[src/rtl/rtc_calendar_core_if.sv]
// Purpose: board-side bundle for the RTC core (buttons, page switch, display page, status).
// Latency: n/a (wiring only).
// Backpressure: none; all signals are levels or single-cycle pulses.
// Ports: sw_mode, butt_increase, butt_decrease, butt_change (board -> core);
//        disp_bcd[31:0], edit_field[2:0], tick_1s (core -> board/decoders).
interface rtc_calendar_core_if;
    logic        sw_mode;
    logic        butt_increase;
    logic        butt_decrease;
    logic        butt_change;
    logic [31:0] disp_bcd;
    logic [2:0]  edit_field;
    logic        tick_1s;

    // board / button side
    modport master (
        output sw_mode, butt_increase, butt_decrease, butt_change,
        input  disp_bcd, edit_field, tick_1s
    );

    // RTC core side
    modport slave (
        input  sw_mode, butt_increase, butt_decrease, butt_change,
        output disp_bcd, edit_field, tick_1s
    );
endinterface

[src/rtl/rtc_calendar_core.sv]
// Purpose: BCD clock/calendar with Gregorian leap rules, button field editing and blinking display page.
// Latency: button edge acts 3 clocks after it is applied; disp_bcd lags state by 1 clock.
// Backpressure: none; buttons are level inputs, display is refreshed every clock.
// Ports: clk, rst_n (async active-low); bus = rtc_calendar_core_if.slave
//        (sw_mode, butt_* in; disp_bcd, edit_field, tick_1s out).
module rtc_calendar_core #(
    parameter int          TICK_COUNT  = 50_000_000,
    parameter int          BLINK_COUNT = 12_500_000,
    parameter logic [15:0] RESET_YEAR  = 16'h2024,
    parameter int          CNT_W       = 26
) (
    input  logic               clk,
    input  logic               rst_n,
    rtc_calendar_core_if.slave bus
);

    localparam logic [CNT_W-1:0] TICK_MAX  = CNT_W'(TICK_COUNT - 1);
    localparam logic [CNT_W-1:0] BLINK_MAX = CNT_W'(BLINK_COUNT - 1);
    localparam logic [CNT_W-1:0] CNT_ONE   = CNT_W'(1);

    typedef enum logic [2:0] {
        F_RUN   = 3'd0,
        F_HOUR  = 3'd1,
        F_MIN   = 3'd2,
        F_DAY   = 3'd3,
        F_MONTH = 3'd4,
        F_YEAR  = 3'd5
    } field_t;

    // ---------------- BCD helpers ----------------
    function automatic logic [7:0] bcd_inc8(input logic [7:0] v);
        return (v[3:0] == 4'd9) ? {v[7:4] + 4'd1, 4'd0} : {v[7:4], v[3:0] + 4'd1};
    endfunction

    function automatic logic [7:0] bcd_dec8(input logic [7:0] v);
        return (v[3:0] == 4'd0) ? {v[7:4] - 4'd1, 4'd9} : {v[7:4], v[3:0] - 4'd1};
    endfunction

    function automatic logic [15:0] bcd_inc16(input logic [15:0] v);
        if (v == 16'h9999)      return 16'h0000;
        else if (v[7:0] == 8'h99) return {bcd_inc8(v[15:8]), 8'h00};
        else                    return {v[15:8], bcd_inc8(v[7:0])};
    endfunction

    function automatic logic [15:0] bcd_dec16(input logic [15:0] v);
        if (v == 16'h0000)      return 16'h9999;
        else if (v[7:0] == 8'h00) return {bcd_dec8(v[15:8]), 8'h99};
        else                    return {v[15:8], bcd_dec8(v[7:0])};
    endfunction

    // Two BCD digits divisible by 4: v[4] is the parity of the tens digit.
    function automatic logic bcd_div4(input logic [7:0] v);
        if (v[4]) return (v[3:0] == 4'd2) || (v[3:0] == 4'd6);
        else      return (v[3:0] == 4'd0) || (v[3:0] == 4'd4) || (v[3:0] == 4'd8);
    endfunction

    // Century years are leap only when the century number itself divides by 4.
    function automatic logic is_leap(input logic [15:0] y);
        return (y[7:0] == 8'h00) ? bcd_div4(y[15:8]) : bcd_div4(y[7:0]);
    endfunction

    function automatic logic [7:0] days_in_month(input logic [7:0] m, input logic [15:0] y);
        case (m)
            8'h02:                      return is_leap(y) ? 8'h29 : 8'h28;
            8'h04, 8'h06, 8'h09, 8'h11: return 8'h30;
            default:                    return 8'h31;
        endcase
    endfunction

    // ---------------- state ----------------
    logic [2:0]       btn_s1, btn_s2, btn_prev;   // {change, decrease, increase}
    logic [CNT_W-1:0] presc;
    logic [CNT_W-1:0] blink_cnt;
    logic             blink_on;
    field_t           field;
    logic [7:0]       second, minute, hour, day, month;
    logic [15:0]      year;
    logic [31:0]      disp;

    logic [2:0]       evt;
    logic             inc_evt, dec_evt, chg_evt, inc_op, dec_op, tick;
    logic [7:0]       second_n, minute_n, hour_n, day_n, month_n;
    logic [15:0]      year_n;
    logic [7:0]       dim_cur;
    logic             cal_page;
    logic [31:0]      disp_n;

    assign evt     = btn_s2 & ~btn_prev;
    assign inc_evt = evt[0];
    assign dec_evt = evt[1];
    assign chg_evt = evt[2];
    // change wins over inc/dec; inc together with dec cancels
    assign inc_op  = inc_evt & ~dec_evt & ~chg_evt;
    assign dec_op  = dec_evt & ~inc_evt & ~chg_evt;
    assign tick    = (field == F_RUN) && (presc == TICK_MAX);
    assign dim_cur = days_in_month(month, year);

    // ---------------- next calendar state ----------------
    always_comb begin
        second_n = second;
        minute_n = minute;
        hour_n   = hour;
        day_n    = day;
        month_n  = month;
        year_n   = year;
        case (field)
            F_RUN: begin
                // whole carry chain settles in one clock, so no out-of-range digit is stored
                if (tick) begin
                    if (second != 8'h59) second_n = bcd_inc8(second);
                    else begin
                        second_n = 8'h00;
                        if (minute != 8'h59) minute_n = bcd_inc8(minute);
                        else begin
                            minute_n = 8'h00;
                            if (hour != 8'h23) hour_n = bcd_inc8(hour);
                            else begin
                                hour_n = 8'h00;
                                if (day < dim_cur) day_n = bcd_inc8(day);
                                else begin
                                    day_n = 8'h01;
                                    if (month != 8'h12) month_n = bcd_inc8(month);
                                    else begin
                                        month_n = 8'h01;
                                        year_n  = bcd_inc16(year);
                                    end
                                end
                            end
                        end
                    end
                end
            end
            F_HOUR: begin
                if (inc_op)      hour_n = (hour == 8'h23) ? 8'h00 : bcd_inc8(hour);
                else if (dec_op) hour_n = (hour == 8'h00) ? 8'h23 : bcd_dec8(hour);
            end
            F_MIN: begin
                if (inc_op)      minute_n = (minute == 8'h59) ? 8'h00 : bcd_inc8(minute);
                else if (dec_op) minute_n = (minute == 8'h00) ? 8'h59 : bcd_dec8(minute);
            end
            F_DAY: begin
                if (inc_op)      day_n = (day >= dim_cur) ? 8'h01 : bcd_inc8(day);
                else if (dec_op) day_n = (day <= 8'h01) ? dim_cur : bcd_dec8(day);
            end
            F_MONTH: begin
                if (inc_op)      month_n = (month == 8'h12) ? 8'h01 : bcd_inc8(month);
                else if (dec_op) month_n = (month == 8'h01) ? 8'h12 : bcd_dec8(month);
                if (day > days_in_month(month_n, year)) day_n = days_in_month(month_n, year);
            end
            F_YEAR: begin
                if (inc_op)      year_n = bcd_inc16(year);
                else if (dec_op) year_n = bcd_dec16(year);
                if (day > days_in_month(month, year_n)) day_n = days_in_month(month, year_n);
                // leaving edit restarts the second from zero
                if (chg_evt) second_n = 8'h00;
            end
            default: ;
        endcase
    end

    // ---------------- display page ----------------
    always_comb begin
        cal_page = (field == F_RUN) ? bus.sw_mode
                                    : (field == F_DAY || field == F_MONTH || field == F_YEAR);
        if (cal_page)
            disp_n = {(field == F_DAY   && !blink_on) ? 8'hFF    : day,
                      (field == F_MONTH && !blink_on) ? 8'hFF    : month,
                      (field == F_YEAR  && !blink_on) ? 16'hFFFF : year};
        else
            disp_n = {(field == F_HOUR && !blink_on) ? 8'hFF : hour,
                      (field == F_MIN  && !blink_on) ? 8'hFF : minute,
                      second, 8'hFF};
    end

    // ---------------- registers ----------------
    always_ff @(posedge clk or negedge rst_n) begin
        if (!rst_n) begin
            btn_s1    <= '0;
            btn_s2    <= '0;
            btn_prev  <= '0;
            presc     <= '0;
            blink_cnt <= '0;
            blink_on  <= 1'b1;
            field     <= F_RUN;
            second    <= 8'h00;
            minute    <= 8'h00;
            hour      <= 8'h00;
            day       <= 8'h01;
            month     <= 8'h01;
            year      <= RESET_YEAR;
            disp      <= 32'h0000_00FF;
        end else begin
            btn_s1   <= {bus.butt_change, bus.butt_decrease, bus.butt_increase};
            btn_s2   <= btn_s1;
            btn_prev <= btn_s2;

            second <= second_n;
            minute <= minute_n;
            hour   <= hour_n;
            day    <= day_n;
            month  <= month_n;
            year   <= year_n;

            // prescaler is held at zero while editing, so exit restarts a full second
            if (field != F_RUN || chg_evt) presc <= '0;
            else if (presc == TICK_MAX)    presc <= '0;
            else                           presc <= presc + CNT_ONE;

            // every field change restarts the blink in the visible phase
            if (field == F_RUN || chg_evt) begin
                blink_cnt <= '0;
                blink_on  <= 1'b1;
            end else if (blink_cnt == BLINK_MAX) begin
                blink_cnt <= '0;
                blink_on  <= ~blink_on;
            end else begin
                blink_cnt <= blink_cnt + CNT_ONE;
            end

            if (chg_evt) begin
                case (field)
                    F_RUN:   field <= F_HOUR;
                    F_HOUR:  field <= F_MIN;
                    F_MIN:   field <= F_DAY;
                    F_DAY:   field <= F_MONTH;
                    F_MONTH: field <= F_YEAR;
                    default: field <= F_RUN;
                endcase
            end

            disp <= disp_n;
        end
    end

    assign bus.disp_bcd   = disp;
    assign bus.edit_field = field;
    assign bus.tick_1s    = tick;

endmodule
[src/flat_wrapper.sv]
// flat-port wrapper written by rule: the top's interface ports become plain ports
module rtc_calendar_core_flat 
#(
    parameter int          TICK_COUNT  = 50_000_000,
    parameter int          BLINK_COUNT = 12_500_000,
    parameter logic [15:0] RESET_YEAR  = 16'h2024,
    parameter int          CNT_W       = 26
)
  (clk, rst_n, bus_sw_mode, bus_butt_increase, bus_butt_decrease, bus_butt_change, bus_disp_bcd, bus_edit_field, bus_tick_1s);
  rtc_calendar_core_if bus_i ();
  input  logic clk;
  input  logic rst_n;
  input wire logic [$bits(bus_i.sw_mode)-1:0] bus_sw_mode;
  input wire logic [$bits(bus_i.butt_increase)-1:0] bus_butt_increase;
  input wire logic [$bits(bus_i.butt_decrease)-1:0] bus_butt_decrease;
  input wire logic [$bits(bus_i.butt_change)-1:0] bus_butt_change;
  output wire logic [$bits(bus_i.disp_bcd)-1:0] bus_disp_bcd;
  output wire logic [$bits(bus_i.edit_field)-1:0] bus_edit_field;
  output wire logic [$bits(bus_i.tick_1s)-1:0] bus_tick_1s;
  assign bus_i.sw_mode = bus_sw_mode;
  assign bus_i.butt_increase = bus_butt_increase;
  assign bus_i.butt_decrease = bus_butt_decrease;
  assign bus_i.butt_change = bus_butt_change;
  assign bus_disp_bcd = bus_i.disp_bcd;
  assign bus_edit_field = bus_i.edit_field;
  assign bus_tick_1s = bus_i.tick_1s;
  rtc_calendar_core #(.TICK_COUNT(TICK_COUNT), .BLINK_COUNT(BLINK_COUNT), .RESET_YEAR(RESET_YEAR), .CNT_W(CNT_W)) u_core (.clk(clk), .rst_n(rst_n), .bus(bus_i));
endmodule
[config.mk]
export PLATFORM = sky130hd
export DESIGN_NAME = rtc_calendar_core_flat
export DESIGN_NICKNAME = d
export VERILOG_FILES = /design/src/rtl/rtc_calendar_core_if.sv /design/src/rtl/rtc_calendar_core.sv /design/src/flat_wrapper.sv
export SDC_FILE = /design/constraint.sdc
export NUM_CORES = 1
export LEC_CHECK = 0
export CORE_MARGIN = 1.5
export CORE_UTILIZATION = 55
export DETAILED_ROUTE_END_ITERATION = 10
export GPL_TIMING_DRIVEN = 0
export PLACE_DENSITY = 0.74
export SLEW_MARGIN = 20
export SYNTH_ARGS = -nofsm -noshare
export SYNTH_HDL_FRONTEND = slang
export SYNTH_SLANG_ARGS = --single-unit
[constraint.sdc]
create_clock -name clk -period 14.4 [get_ports clk]
set_input_delay 4.32 -clock clk [delete_from_list [all_inputs] [get_ports clk]]
set_output_delay 4.32 -clock clk [all_outputs]
set_load 0.03 [all_outputs]
### Word-level counts from Yosys, hierarchy flattened

Cells that the tools add are included.

* register bits after elaboration: 153
* latch bits: 0
* RAM bits: 0
* ROM bits: 0
* bits of input ports: 6
* output and inout bits: 36
* word-level logic and storage cells: 313
* memories kept: 0

* add/subtract/negate cells: 28
* multiply operators: 0
* div/mod/pow operators: 0
* magnitude comparators: 5
* equality and inequality tests: 69
* shifts and indexed selects: 0
* mux-type cells: 125
* bitwise gates (word level): 10
* reduce and logical (&&, ||, !) cells: 57

Operator list (number)
* 8-bit two-way mux: 59
* 16-bit two-way mux: 14
* 8-bit case mux with 2 select lines: 9
* 26-bit two-way mux: 4
* 4-bit by 1-bit adder with 4-bit output, second input constant: 14
* 26-bit by 1-bit adder with 26-bit output, second input constant: 2
* 4-bit by 1-bit subtractor with 4-bit output, second input constant: 12
* 4-bit == test, second input constant: 11
* 1-bit two-way mux: 35
* 4-bit by 3-bit == test with 1-bit output, second input constant: 8
* 8-bit by 3-bit == test with 1-bit output, second input constant: 4
* 4-bit zero test: 8
* 8-bit zero test: 4
* 32-bit two-way mux: 1
* 16-bit case mux with 2 select lines: 1
* 8-bit case mux with 4 select lines: 1
* 26-bit by 24-bit == test with 1-bit output, second input constant: 1
* 26-bit == test, second input constant: 1
* 8-bit by 5-bit == test with 1-bit output, second input constant: 3
* 4-bit by 1-bit != test with 1-bit output, second input constant: 5
* 16-bit == test, second input constant: 1
* 4-bit by 2-bit == test with 1-bit output, second input constant: 4
* 8-bit by 2-bit == test with 1-bit output, second input constant: 2
* 8-bit by 4-bit == test with 1-bit output, second input constant: 2
* 40 further kinds: 88

### Logic depth before layout (Yosys ltp)

* depth in word-level cells: 26
* gate-level depth with buffers: 22
* mapped depth without buffers: 19

### Worst setup path before layout

No wires, ideal clock.

* path kind: register to output
* from: reg u_core.field[2] (netlist: u_core.bus.edit_field[2])
* to: out bus_tick_1s
* arrival: 1.741 ns
* required time: 10.080 ns
* setup slack: 8.339 ns
* cell stages (with the launch flop): 5
* path buffers: 1
* path through: dfrtp_1 > clkbuf_1 > nor3_1 > nand2_1 > inv_1

* cells in the longest elaborated chain, start to end: 2

Ends and longest elaborated chain
* start, declared: line rtc_calendar_core.sv:75 `field_t field;`
* start signal, assigned: line rtc_calendar_core.sv:184 `field <= F_RUN;`
* start signal, assigned: line rtc_calendar_core.sv:222 `F_RUN: field <= F_HOUR;`
* start signal, assigned: line rtc_calendar_core.sv:223 `F_HOUR: field <= F_MIN;`
* 3-bit zero test: line rtc_calendar_core.sv:95 `assign tick = (field == F_RUN) && (presc == TICK_MAX);`
* 1-bit logical AND: line rtc_calendar_core.sv:95
* end, declared: line flat_wrapper.sv:19 `output wire logic [$bits(bus_i.tick_1s)-1:0] bus_tick_1s;`

Every way passes these cells.

### Final worst setup path

* from: reg u_core.presc[0]
* to: out bus_tick_1s

* cells in the longest elaborated chain, start to end: 2

Ends and longest elaborated chain
* start, declared: line rtc_calendar_core.sv:72 `logic [CNT_W-1:0] presc;`
* start signal, assigned: line rtc_calendar_core.sv:207 `else presc <= presc + CNT_ONE;`
* 26-bit == test: line rtc_calendar_core.sv:95
* 1-bit logical AND: line rtc_calendar_core.sv:95

Every way passes these cells.

==> impl_results.md <==
* Unrepaired setup endpoints after global routing: no
* Mux share of post-synthesis cell area at 0.00624
* Reg2Reg Depth at 20
* RR Endpoint: u_core.day[6]$_DFFE_PN0P_
* Arr. time, crit path at 3160 ps
* Max_cap viols at 0
* Tcrit/Tclk final at 0.519
* CP Class: reg2out
* Final hold violation count at 0
* M1 WL at 11.0 mm
* Placer congestion estimate at 0.923
* Global route overflow at 0
* Area Growth Syn to Fin at 12.8%
* Status: completed
* DRT Pass-1 Iters at 8
* Avg WL per Cell at 17.4 um
* Antenna Violating Nets Remaining at 0
* WL met3 at 1.70 mm
* Final nets at 1302
* Distinct cells, synth at 76
* CP startpoint: u_core.presc[0]$_DFF_PN0_
* Minimum clock period at 7480 ps
* Power Total at between 2 and 2.5 mW
* Largest family of logic cells by synthesized area: simple AND/OR/NAND/NOR gates
* Critical Path Fanout Max at 6
* F_max at 0.134 GHz
* Initial antenna violation count at 1
* Reg2reg start: u_core.year[4]$_DFFE_PN0P_
* Bufs on Longest Clock Path at 2
* Clock root buffer: clkbuf_16
* Largest net degree at the start of global routing at 101
* Hold Path Origin: u_core.btn_s1[1]$_DFF_PN0_
* Vias/cell at around 6.2
* Critical Path Sink Type: output port
* Placed instance count at 1463
* Initial Util at 0.560
* CTS Hold Buffers Added at 0
* Slew headroom at 0.260
* First-pass GRT wire length at 43.6 mm
* Hold Path Class: reg2reg
* Worst setup path end: bus_tick_1s
* Post-CTS Resized at 0
* Vias at 9255
* N_diodes at 0
* Mapped cell area at 0.0100 mm^2
* Commonest non-fill, non-tap cell in the layout: nor2_1
* Area share of fa/ha/maj cells after synthesis at 0.0537
* Power per Cell Area at ~190 mW/mm^2
* Post-DP HPWL at 18.6 mm
* Ys flop type: dfrtp_1
* Fraction of layout cells with a size suffix above 1 at 0.0563
* Syn_area_per_cell at around 8.4 um^2
* Setup crit start kind: register
* Slew @ Worst Pin at 1100 ps
* Iter 0 DRT Violations at 730
* Setup Buffers After CTS at 0
* Port Buffers at ~40
* P_leak at 4.62 nW
* EDFF count, synth at 0
* Vias in the first global route at between 8000 and 9000
* Commonest cells after routing, fill and taps aside: nor2_1, dfrtp_1, nand2_1, o21ai_0, a21oi_1
* Worst-path clk slew at 60 ps
* Post-synthesis simple-gate area fraction at 0.238
* R2R setup slack at a little under 9000 ps
* # setup viols final at 0
* Met2 WL at 12.3 mm
* Ys Warns at 0
* Worst-case clock skew at 9.01 ps
* Cells after Synth at 1192
* DIE HEIGHT at 138 um
* Worst skew pair latency at between 400 and 500 ps
* TritonCTS Buffers at 17
* CTS tree: yes
* Die W at 138 um
* Clock Sinks at 153
* Final cell count without fillers at 1491
* DRC Markers at 0
* Max IR drop VDD at 0.000108 V
* Final WL at 25.9 mm
* CORE AREA at 0.0179 mm^2
* Syn_nets at 1241
* Top layer in use: met5
* XOR/XNOR Fraction of Synth Area at 0.0524
* FF+latch count, synth at approximately 150
* Pins over their slew limit at 0
* Min Hold Slack at 349 ps
* Total GRT Usage at 0.278
* CP required at 10080 ps
* Register area share after synthesis at 0.384
* Area of the die at 0.0190 mm^2
* Standard-cell rows at 49
* Post-synthesis compound-gate area fraction at 0.221
* I/O pin total at 42
* H-tree levels at 4
* Async SR Flop Fraction at 1.00
* Setup tns final at 0 ps
-- sequential cells by signal, indices dropped and copies added (netlist names), 8 cells and up --
signal / cells
u_core.presc: 26
u_core.minute: 8
u_core.blink_cnt: 26
u_core.day: 8
u_core.bus.disp_bcd: 32
u_core.month: 8
u_core.year: 16
u_core.hour: 8
u_core.second: 8
-- how the worst min path moves through the flow --
stage,endpoint,slack (ps),cells after the start
after floorplan,u_core.btn_s2[0]$_DFF_PN0_,330,0
after global placement,u_core.btn_s2[0]$_DFF_PN0_,330,0
after detailed placement,u_core.btn_s2[1]$_DFF_PN0_,340,0
after CTS,u_core.btn_s2[1]$_DFF_PN0_,350,0
after global routing,u_core.btn_s2[1]$_DFF_PN0_,350,0
final,u_core.btn_s2[1]$_DFF_PN0_,350,0
-- cell type report --
type | count | area [um^2]
plain buffers | 71 | 284
clock buffers | 18 | 429
clock inverters | 10 | 124
fillers | 1545 | 6590
inverters | 43 | 161
multi-input cells | 925 | 5740
flip-flops and latches | 153 | 3850
well taps | 229 | 287
repair buffers | 42 | 443
-- power breakdown --
part           internal, mW  switching (mW)  leakage (nW)
Clock                 0.252           0.179         0.265
Combinational         0.396           0.656          2.38
Sequential            0.539          0.0865          1.98
-- layer usage --
metal  global-route usage  up-vias
met5                    0        -
met4                0.131        2
met3               0.0578       67
met2                0.447      341
met1                0.362     4400
li1                     -     4445
-- cells in the mapped netlist (6+ instances only) --
library cell | number | area share
a211oi_1 | 6 | 0.0045
a21o_1 | 12 | 0.0090
a21oi_1 | 74 | 0.037
a22o_1 | 12 | 0.010
a31oi_1 | 21 | 0.013
and2_1 | 6 | 0.0037
and3_1 | 21 | 0.013
clkbuf_1 | 62 | 0.023
dfrtp_1 | 139 | 0.35
dfstp_2 | 14 | 0.037
ha_1 | 43 | 0.054
inv_1 | 43 | 0.016
nand2_1 | 95 | 0.036
nand2b_1 | 19 | 0.012
nand3_1 | 38 | 0.019
nand3b_1 | 9 | 0.0067
nand4_1 | 15 | 0.0094
nor2_1 | 144 | 0.054
nor2b_1 | 15 | 0.0094
nor3_1 | 41 | 0.020
nor4_1 | 10 | 0.0062
o21ai_0 | 92 | 0.046
o21ai_1 | 6 | 0.0030
o22a_1 | 24 | 0.021
o22ai_1 | 14 | 0.0087
o31ai_1 | 19 | 0.014
or2_2 | 10 | 0.0062
or3_1 | 16 | 0.010
xnor2_1 | 33 | 0.029
xor2_1 | 27 | 0.024
-- cells by family (layout without fill, tap and decap cells) --
| family | after synthesis | count (layout) |
|---|---|---|
| AND/OR/NAND/NOR | 476 | 476 |
| AO/OA/AOI/OAI | 340 | 340 |
| flip-flops | 153 | 153 |
| buffers and inverters | 114 | 184 |
| XOR/XNOR | 60 | 60 |
| adder cells (fa/ha/maj) | 43 | 43 |
| multiplexers | 6 | 6 |
-- through the flow --
step	util	cell area [um^2]	worst slack, ps
CTS	0.632	11300	6750
floorplan	-	10000	8340
finish	0.632	11300	6920
detailed placement	0.601	10800	7230
global placement	0.599	10700	2880
global route	0.632	11300	6710
-- critical path, cell delays in order (launching register included) --
cell and delay, ps:
dfrtp_1 390, ha_1 240, nand2_1 60, or2_1 210, buf_6 130, nor4_1 510, nand2_1 300, inv_1 190
clkdlybuf4s50_1 680
Note: power is estimated with default switching activity, not from simulation.
